## src/rtl/change_dispenser.sv

```systemverilog
// rtl/change_dispenser.sv - greedy coin payout sequencer driving quarter/dime/nickel eject solenoids
module change_dispenser #(
  parameter int AMT_W        = 8,
  parameter int PULSE_CYCLES = 4,
  parameter int GAP_CYCLES   = 2
) (
  input  logic             clk,
  input  logic             reset_n,
  input  logic             change_valid,
  input  logic [AMT_W-1:0] change_amount,
  output logic             change_ready,
  output logic             eject_25,
  output logic             eject_10,
  output logic             eject_5,
  output logic             busy,
  output logic             done,
  output logic             short_pay,
  output logic [AMT_W-1:0] coins_paid
);

  // Counter only ever needs to hold (max timing length - 1).
  localparam int MAX_C = (PULSE_CYCLES > GAP_CYCLES) ? PULSE_CYCLES : GAP_CYCLES;
  localparam int CNT_W = (MAX_C > 1) ? $clog2(MAX_C) : 1;

  localparam logic [CNT_W-1:0] PULSE_LOAD = CNT_W'(PULSE_CYCLES - 1);
  localparam logic [CNT_W-1:0] GAP_LOAD   = CNT_W'((GAP_CYCLES > 0) ? GAP_CYCLES - 1 : 0);

  localparam logic [AMT_W-1:0] COIN_25 = AMT_W'(25);
  localparam logic [AMT_W-1:0] COIN_10 = AMT_W'(10);
  localparam logic [AMT_W-1:0] COIN_5  = AMT_W'(5);

  typedef enum logic [2:0] {
    S_IDLE,
    S_SELECT,
    S_PULSE,
    S_GAP,
    S_DONE
  } state_t;

  state_t           state;
  logic [AMT_W-1:0] remaining;
  logic [CNT_W-1:0] cnt;

  // Payout FSM; every output is a register so solenoid drives never glitch.
  always_ff @(posedge clk or negedge reset_n) begin
    if (!reset_n) begin
      state        <= S_IDLE;
      remaining    <= '0;
      cnt          <= '0;
      change_ready <= 1'b1;
      eject_25     <= 1'b0;
      eject_10     <= 1'b0;
      eject_5      <= 1'b0;
      busy         <= 1'b0;
      done         <= 1'b0;
      short_pay    <= 1'b0;
      coins_paid   <= '0;
    end else begin
      // done/short_pay are single-cycle strobes tied to the DONE state.
      done      <= 1'b0;
      short_pay <= 1'b0;
      case (state)
        S_IDLE: begin
          if (change_valid && change_ready) begin
            remaining    <= change_amount;
            coins_paid   <= '0;
            change_ready <= 1'b0;
            busy         <= 1'b1;
            state        <= S_SELECT;
          end
        end
        S_SELECT: begin
          // Compare before subtract, so remaining can never wrap.
          if (remaining >= COIN_25) begin
            remaining  <= remaining - COIN_25;
            eject_25   <= 1'b1;
            coins_paid <= coins_paid + AMT_W'(1);
            cnt        <= PULSE_LOAD;
            state      <= S_PULSE;
          end else if (remaining >= COIN_10) begin
            remaining  <= remaining - COIN_10;
            eject_10   <= 1'b1;
            coins_paid <= coins_paid + AMT_W'(1);
            cnt        <= PULSE_LOAD;
            state      <= S_PULSE;
          end else if (remaining >= COIN_5) begin
            remaining  <= remaining - COIN_5;
            eject_5    <= 1'b1;
            coins_paid <= coins_paid + AMT_W'(1);
            cnt        <= PULSE_LOAD;
            state      <= S_PULSE;
          end else begin
            done      <= 1'b1;
            short_pay <= (remaining != '0);
            state     <= S_DONE;
          end
        end
        S_PULSE: begin
          if (cnt == '0) begin
            eject_25 <= 1'b0;
            eject_10 <= 1'b0;
            eject_5  <= 1'b0;
            if (GAP_CYCLES > 0) begin
              cnt   <= GAP_LOAD;
              state <= S_GAP;
            end else begin
              state <= S_SELECT;
            end
          end else begin
            cnt <= cnt - CNT_W'(1);
          end
        end
        S_GAP: begin
          if (cnt == '0) begin
            state <= S_SELECT;
          end else begin
            cnt <= cnt - CNT_W'(1);
          end
        end
        S_DONE: begin
          change_ready <= 1'b1;
          busy         <= 1'b0;
          state        <= S_IDLE;
        end
        default: begin
          state <= S_IDLE;
        end
      endcase
    end
  end

endmodule

```

## config.mk

```make
export PLATFORM = sky130hd
export DESIGN_NAME = change_dispenser
export DESIGN_NICKNAME = d
export VERILOG_FILES = /design/src/rtl/change_dispenser.sv
export SDC_FILE = /design/constraint.sdc
export NUM_CORES = 1
export LEC_CHECK = 0
export CAP_MARGIN = 20
export CORE_UTILIZATION = 41
export DETAILED_ROUTE_END_ITERATION = 10
export GPL_ROUTABILITY_DRIVEN = 1
export RECOVER_POWER = 25
export REMOVE_ABC_BUFFERS = 1
export SKIP_LAST_GASP = 1
export SLEW_MARGIN = 25
export SYNTH_ARGS = -nofsm -noshare
export SYNTH_HDL_FRONTEND = slang
export SYNTH_SLANG_ARGS = --single-unit
```

## constraint.sdc

```tcl
create_clock -name clk -period 7.5 [get_ports clk]
set_input_delay 0.75 -clock clk [delete_from_list [all_inputs] [get_ports clk]]
set_output_delay 0.75 -clock clk [all_outputs]
set_load 0.03 [all_outputs]
```

# Word level (Yosys, flattened, before mapping)
# Index checks and enable logic that the tools add are counted.
word_totals:
  output_inout_bits: 15
  input_bits: 11
  word_cells: 93
  ff_bits: 28
op_classes:
  reduce_logical: 15
  n_mux: 45
  add_sub_neg: 5
  order_cmp: 3
  eq_ne: 14
op_table:
  columns: ["cell", "n"]
  rows:
  - ["two-way mux 8 bit", 8]
  - ["case mux 8 bit (2 select lines)", 2]
  - ["two-way mux 3 bit", 6]
  - ["!= test 2 bit (second input constant)", 9]
  - ["two-way mux 1 bit", 17]
  - ["case mux 3 bit (4 select lines)", 1]
  - ["AND reduction 3 bit", 4]
  - ["two-way mux 2 bit", 5]
  - ["case mux 1 bit (2 select lines)", 5]
  - ["adder 8 x 1 -> 8 bit (second input constant)", 1]
  - ["greater-or-equal comparator 8 x 3 -> 1 bit (second input constant)", 1]
  - ["greater-or-equal comparator 8 x 4 -> 1 bit (second input constant)", 1]
  - ["greater-or-equal comparator 8 x 5 -> 1 bit (second input constant)", 1]
  - ["nonzero test 8 bit", 1]
  - ["subtractor 8 x 3 -> 8 bit (second input constant)", 1]
  - ["subtractor 8 x 4 -> 8 bit (second input constant)", 1]
  - ["subtractor 8 x 5 -> 8 bit (second input constant)", 1]
  - ["== test 3 x 2 -> 1 bit (second input constant)", 2]
  - ["case mux 2 bit (3 select lines)", 1]
  - ["nonzero test 2 bit", 3]
  - ["AND reduction 5 bit", 1]
  - ["!= test 4 bit (second input constant)", 1]
  - ["AND reduction 4 bit", 1]
  - ["== test 3 x 1 -> 1 bit (second input constant)", 1]
  - ["other kinds (7)", 7]

# Longest topological paths before layout
depth:
  depth_word: 5
  ltp_mapped: 8
  depth_no_buf: 7

# Worst setup path after synthesis
# Ideal clock, no wire load.
synth_path:
  kind: "flip-flop to flip-flop"
  from: "reg remaining[1]"
  to: "reg remaining[1]"
  stages_incl_launch_ff: 8
  path_buffers: 0
  path_slack_ps: 5145
  setup_time_ps: 94
  period_less_slack_ps: 2355
  t_required_ps: 7406
  arrival_ps: 2261
  path_cell_list: "dfrtp_1 > inv_1 > ha_1 > or3b_2 > a221oi_1 > mux2i_1 > a21oi_1 > a221oi_2"
synth_between:
  elab_chain_len: 5
  elab_cells_between_ends: 12
  cone_classes: "3 x add/sub; 3 x order compare; 1 x eq/ne; 4 x mux; 1 x reduce/logical"
synth_lines:
  columns: ["item", "line", "source"]
  rows:
  - ["start, declared", "41", "logic [AMT_W-1:0] remaining;"]
  - ["start signal, assigned", "65", "remaining <= change_amount;"]
  - ["start signal, assigned", "75", "remaining <= remaining - COIN_25;"]
  - ["start signal, assigned", "81", "remaining <= remaining - COIN_10;"]
  - ["subtractor 8 x 3 -> 8 bit", "87", "remaining <= remaining - COIN_5;"]
  - ["two-way mux 8 bit", "86", "end else if (remaining >= COIN_5) begin"]
  - ["two-way mux 8 bit", "80", "end else if (remaining >= COIN_10) begin"]
  - ["two-way mux 8 bit", "74", "if (remaining >= COIN_25) begin"]
  - ["case mux 8 bit (2 select lines)", "62", "case (state)"]
# Parallel ways exist; a longest one is shown, timed or not. The select of a mux whose other input is x is not followed.
# A chain may end at the register's enable or synchronous reset.

# Worst setup path after layout
# Same ends and word-level chain as after synthesis.

==> summary.txt <==
Placement
  – Dpl ws: between 4 and 5 ns
  – Inst Count DP: 269
  – PortBufs: 25
  – GPL Wtd Cong: about 0.9
  – DP Wirelength: 3230 um

Cells and area
  – Nets: around 250
  – Non-Filler Instances: approximately 270
  – Synthesis-to-finish area growth: 17.7%
  – N_diodes: 0
  – Fraction of layout instances using a drive strength above 1: 7.62%

Clocking
  – Total CTS buffers: 3
  – Number of hold buffers added after CTS: 0
  – Clock Latency Late Sink: between 0.2 and 0.3 ns
  – CTS resizes: 0
  – Max H-tree Level: 1
  – Maximum clock path buffer count: 2
  – Reg clk slew, reported paths: approximately 0.10 ns
  – CTS tree: yes
  – Clk root buf: clkbuf_8
  – Post-CTS setup buffers: 0
  – Clk sink count: 28

Die
  – Io pins: 26
  – Die Area: 4750 um2
  – Die extent in x: 68.9 um
  – Placeable Area: 4140 um2
  – Rows: 23
  – Initial Util: between 40% and 50%
  – Die Span Y: 68.9 um

Synthesis
  – Ys Warns: 0
  – Largest cells by area after synthesis: dfrtp_1, ha_1, nand2_1, o21ai_0, a21oi_1
  – Synth Register Bits: 28
  – Most frequent cell after synthesis: dfrtp_1
  – Synth area leader: dfrtp_1
  – Ys flop type: dfrtp_1
  – Synth cell types: between 50 and 60
  – EDFF count, synth: 0
  – Mapped Avg Cell Area: between 9 and 10 um2
  – Asr flop ratio synth: 100%
  – Top cell type's share of synthesized area: around 37%
  – Seq/Total Area, Yosys: a little under two fifths
  – Post-synth top cells: dfrtp_1, nand2_1, nor2_1, o21ai_0, a21oi_1
  – Post-Synthesis Cells: just over 200
  – Mapped Area: 1840 um2

Global route
  – First-pass GRT wire length: ~7200 um
  – Busiest layer in global routing: met2
  – Met2 Usage GRT: about a third
  – Total grt overflow: 0
  – Initial antenna violation count: 0
  – M1 GR Usage: ~28%
  – Largest net degree at the start of global routing: 29
  – Vias in the first global route: around 1500
  – Total GRT Usage: 20.4%
  – Met3 Track Usage GR: under 10%

Critical path
  – Critical path arrival: 2.89 ns
  – R2R cell count: 7
  – Startpoint types: flip-flop
  – R2R setup slack: roughly 4.8 ns
  – Worst EP required: 7.69 ns
  – Worst-path fanout max: 8
  – Crit Reg-Reg Startpoint: remaining[1]
  – Critical path endpoint category: flip-flop
  – FF-to-FF End: remaining[1]
  – Class of the most critical setup path: reg -> reg
  – CP startpoint: remaining[1]

STA
  – Hold Violations, Final: 0
  – Setup Skew: 0.00636 ns
  – Maximum clock frequency: between 0.3 and 0.4 GHz
  – Unrepaired setup endpoints after global routing: no
  – Final setup viols: 0
  – Setup TNS: 0 ns
  – Final Cycle Share: between 30% and 40%
  – Slew headroom: -4.34%
  – Max-slew violations: 29
  – Fin worst setup slack: between 4 and 5 ns
  – Min Tclk post-route: between 2 and 3 ns
  – Least-Margin Pin Slew: between 1.5 and 2 ns

Min path
  – Hold Path Origin: busy
  – HP Class: reg -> reg
  – Hold path cells: 2
  – Worst Hold End: busy

Route
  – Remaining antenna violation count: 0
  – Final wirelength: between 4000 and 5000 um
  – Via/cell ratio: 5.93
  – Routed WL per cell: about 16 um
  – DRT Pass-1 Iters: 4
  – Via count: between 1500 and 2000
  – Drt drc: 0
  – DR iter-0 viols: between 80 and 90

Outcome
  – Status: complete, but fails checks
  – Failing checks: capacitance limit, slew limit

Flow run
  – Number of max-cap violations: 1

Power and ir drop
  – Lkg Pwr: 0.887 nW
  – Total power per unit cell area: between 300 and 400 nW/um2
  – Max IR drop VDD: between 0.15 and 0.2 mV
## worst max-delay path by stage
stage                               end  slack, ns  cells past startpoint
after detailed placement   remaining[1]       4.80                      7
final                      remaining[1]       4.80                      7
after floorplan           coins_paid[3]       4.75                      4
after CTS                  remaining[1]       4.79                      7
after global routing       remaining[1]       4.65                      7
after global placement    coins_paid[6]       4.88                      5
## critical path, cell delays in order, from the launching register on
cell and delay [ns]:
dfrtp_1 0.46, inv_1 0.21, ha_1 0.29, or3b_2 0.51, a221oi_1 0.59, mux2i_1 0.25, a21oi_1 0.07, a221oi_2 0.23
## metrics by stage
step                hold slack [ns]  area, um2  util [%]  power, mW
CTS                           0.500       2160      52.2      0.859
global route                  0.527       2160      52.1      0.922
finish                        0.504       2160      52.1      0.856
global placement              0.469       2110      50.9      0.749
detailed placement            0.470       2110      50.9      0.762
floorplan                     0.454       1780         -      0.613
## sequential cells by signal, indices dropped and copies added (netlist names)
name	cells
remaining	8
busy	1
coins_paid	8
eject_10	1
eject_5	1
change_ready	1
state	3
eject_25	1
cnt	2
done	1
short_pay	1
## metal layers
metal  wire length [um]  vias up
li1                   -      791
met1               2070      777
met2               2160       50
met3                253        2
met4                 11        0
met5                  0        -
## cells in the final DEF, fill, tap and decap left out, types with 3 or more instances in the layout
master | synthesis | layout
dfrtp_1 | 27 | 27
or3_1 | 6 | 6
a21oi_1 | 11 | 11
ha_1 | 10 | 10
o22ai_1 | 3 | 3
nor2_1 | 13 | 13
inv_1 | 8 | 8
o21ai_2 | 3 | 3
clkdlybuf4s50_1 | 0 | 24
nand2b_1 | 4 | 4
o21ai_0 | 12 | 12
clkbuf_8 | 0 | 4
mux2i_1 | 5 | 5
and2_1 | 3 | 3
nand4_1 | 3 | 3
nand3_1 | 10 | 10
nand2_1 | 20 | 20
o211ai_1 | 3 | 3
a21oi_2 | 3 | 3
o31ai_1 | 4 | 4
and3_1 | 4 | 4
nor3_1 | 3 | 3
## cell families after synthesis
logic type	Yosys count	synth area share, %
DFF	28	38.2
and+or+nand+nor	75	20.8
buffers and inverters	19	4.84
adders and majority gates	10	6.82
xor gates and xnor gates	2	0.955
muxes	5	2.73
AOI/OAI and AO/OA	64	25.6
## layout make-up
class,instances,area [um2]
tap,50,62.6
fill,408,1980
multi-input combinational,156,1050
clock buffer,4,55.1
inverter,8,30.0
sequential,28,702
timing repair buffer,27,262
## report_power, final
| part | leakage [nW] | total, mW | switching [mW] | internal [mW] |
|---|---|---|---|---|
| sequential | 0.342 | 0.300 | 0.0922 | 0.207 |
| clock | 0.0288 | 0.0936 | 0.0466 | 0.0470 |
| combinational | 0.516 | 0.463 | 0.268 | 0.195 |
| total | 0.887 | 0.856 | 0.407 | 0.449 |
Power figures use the tool's default switching activity.
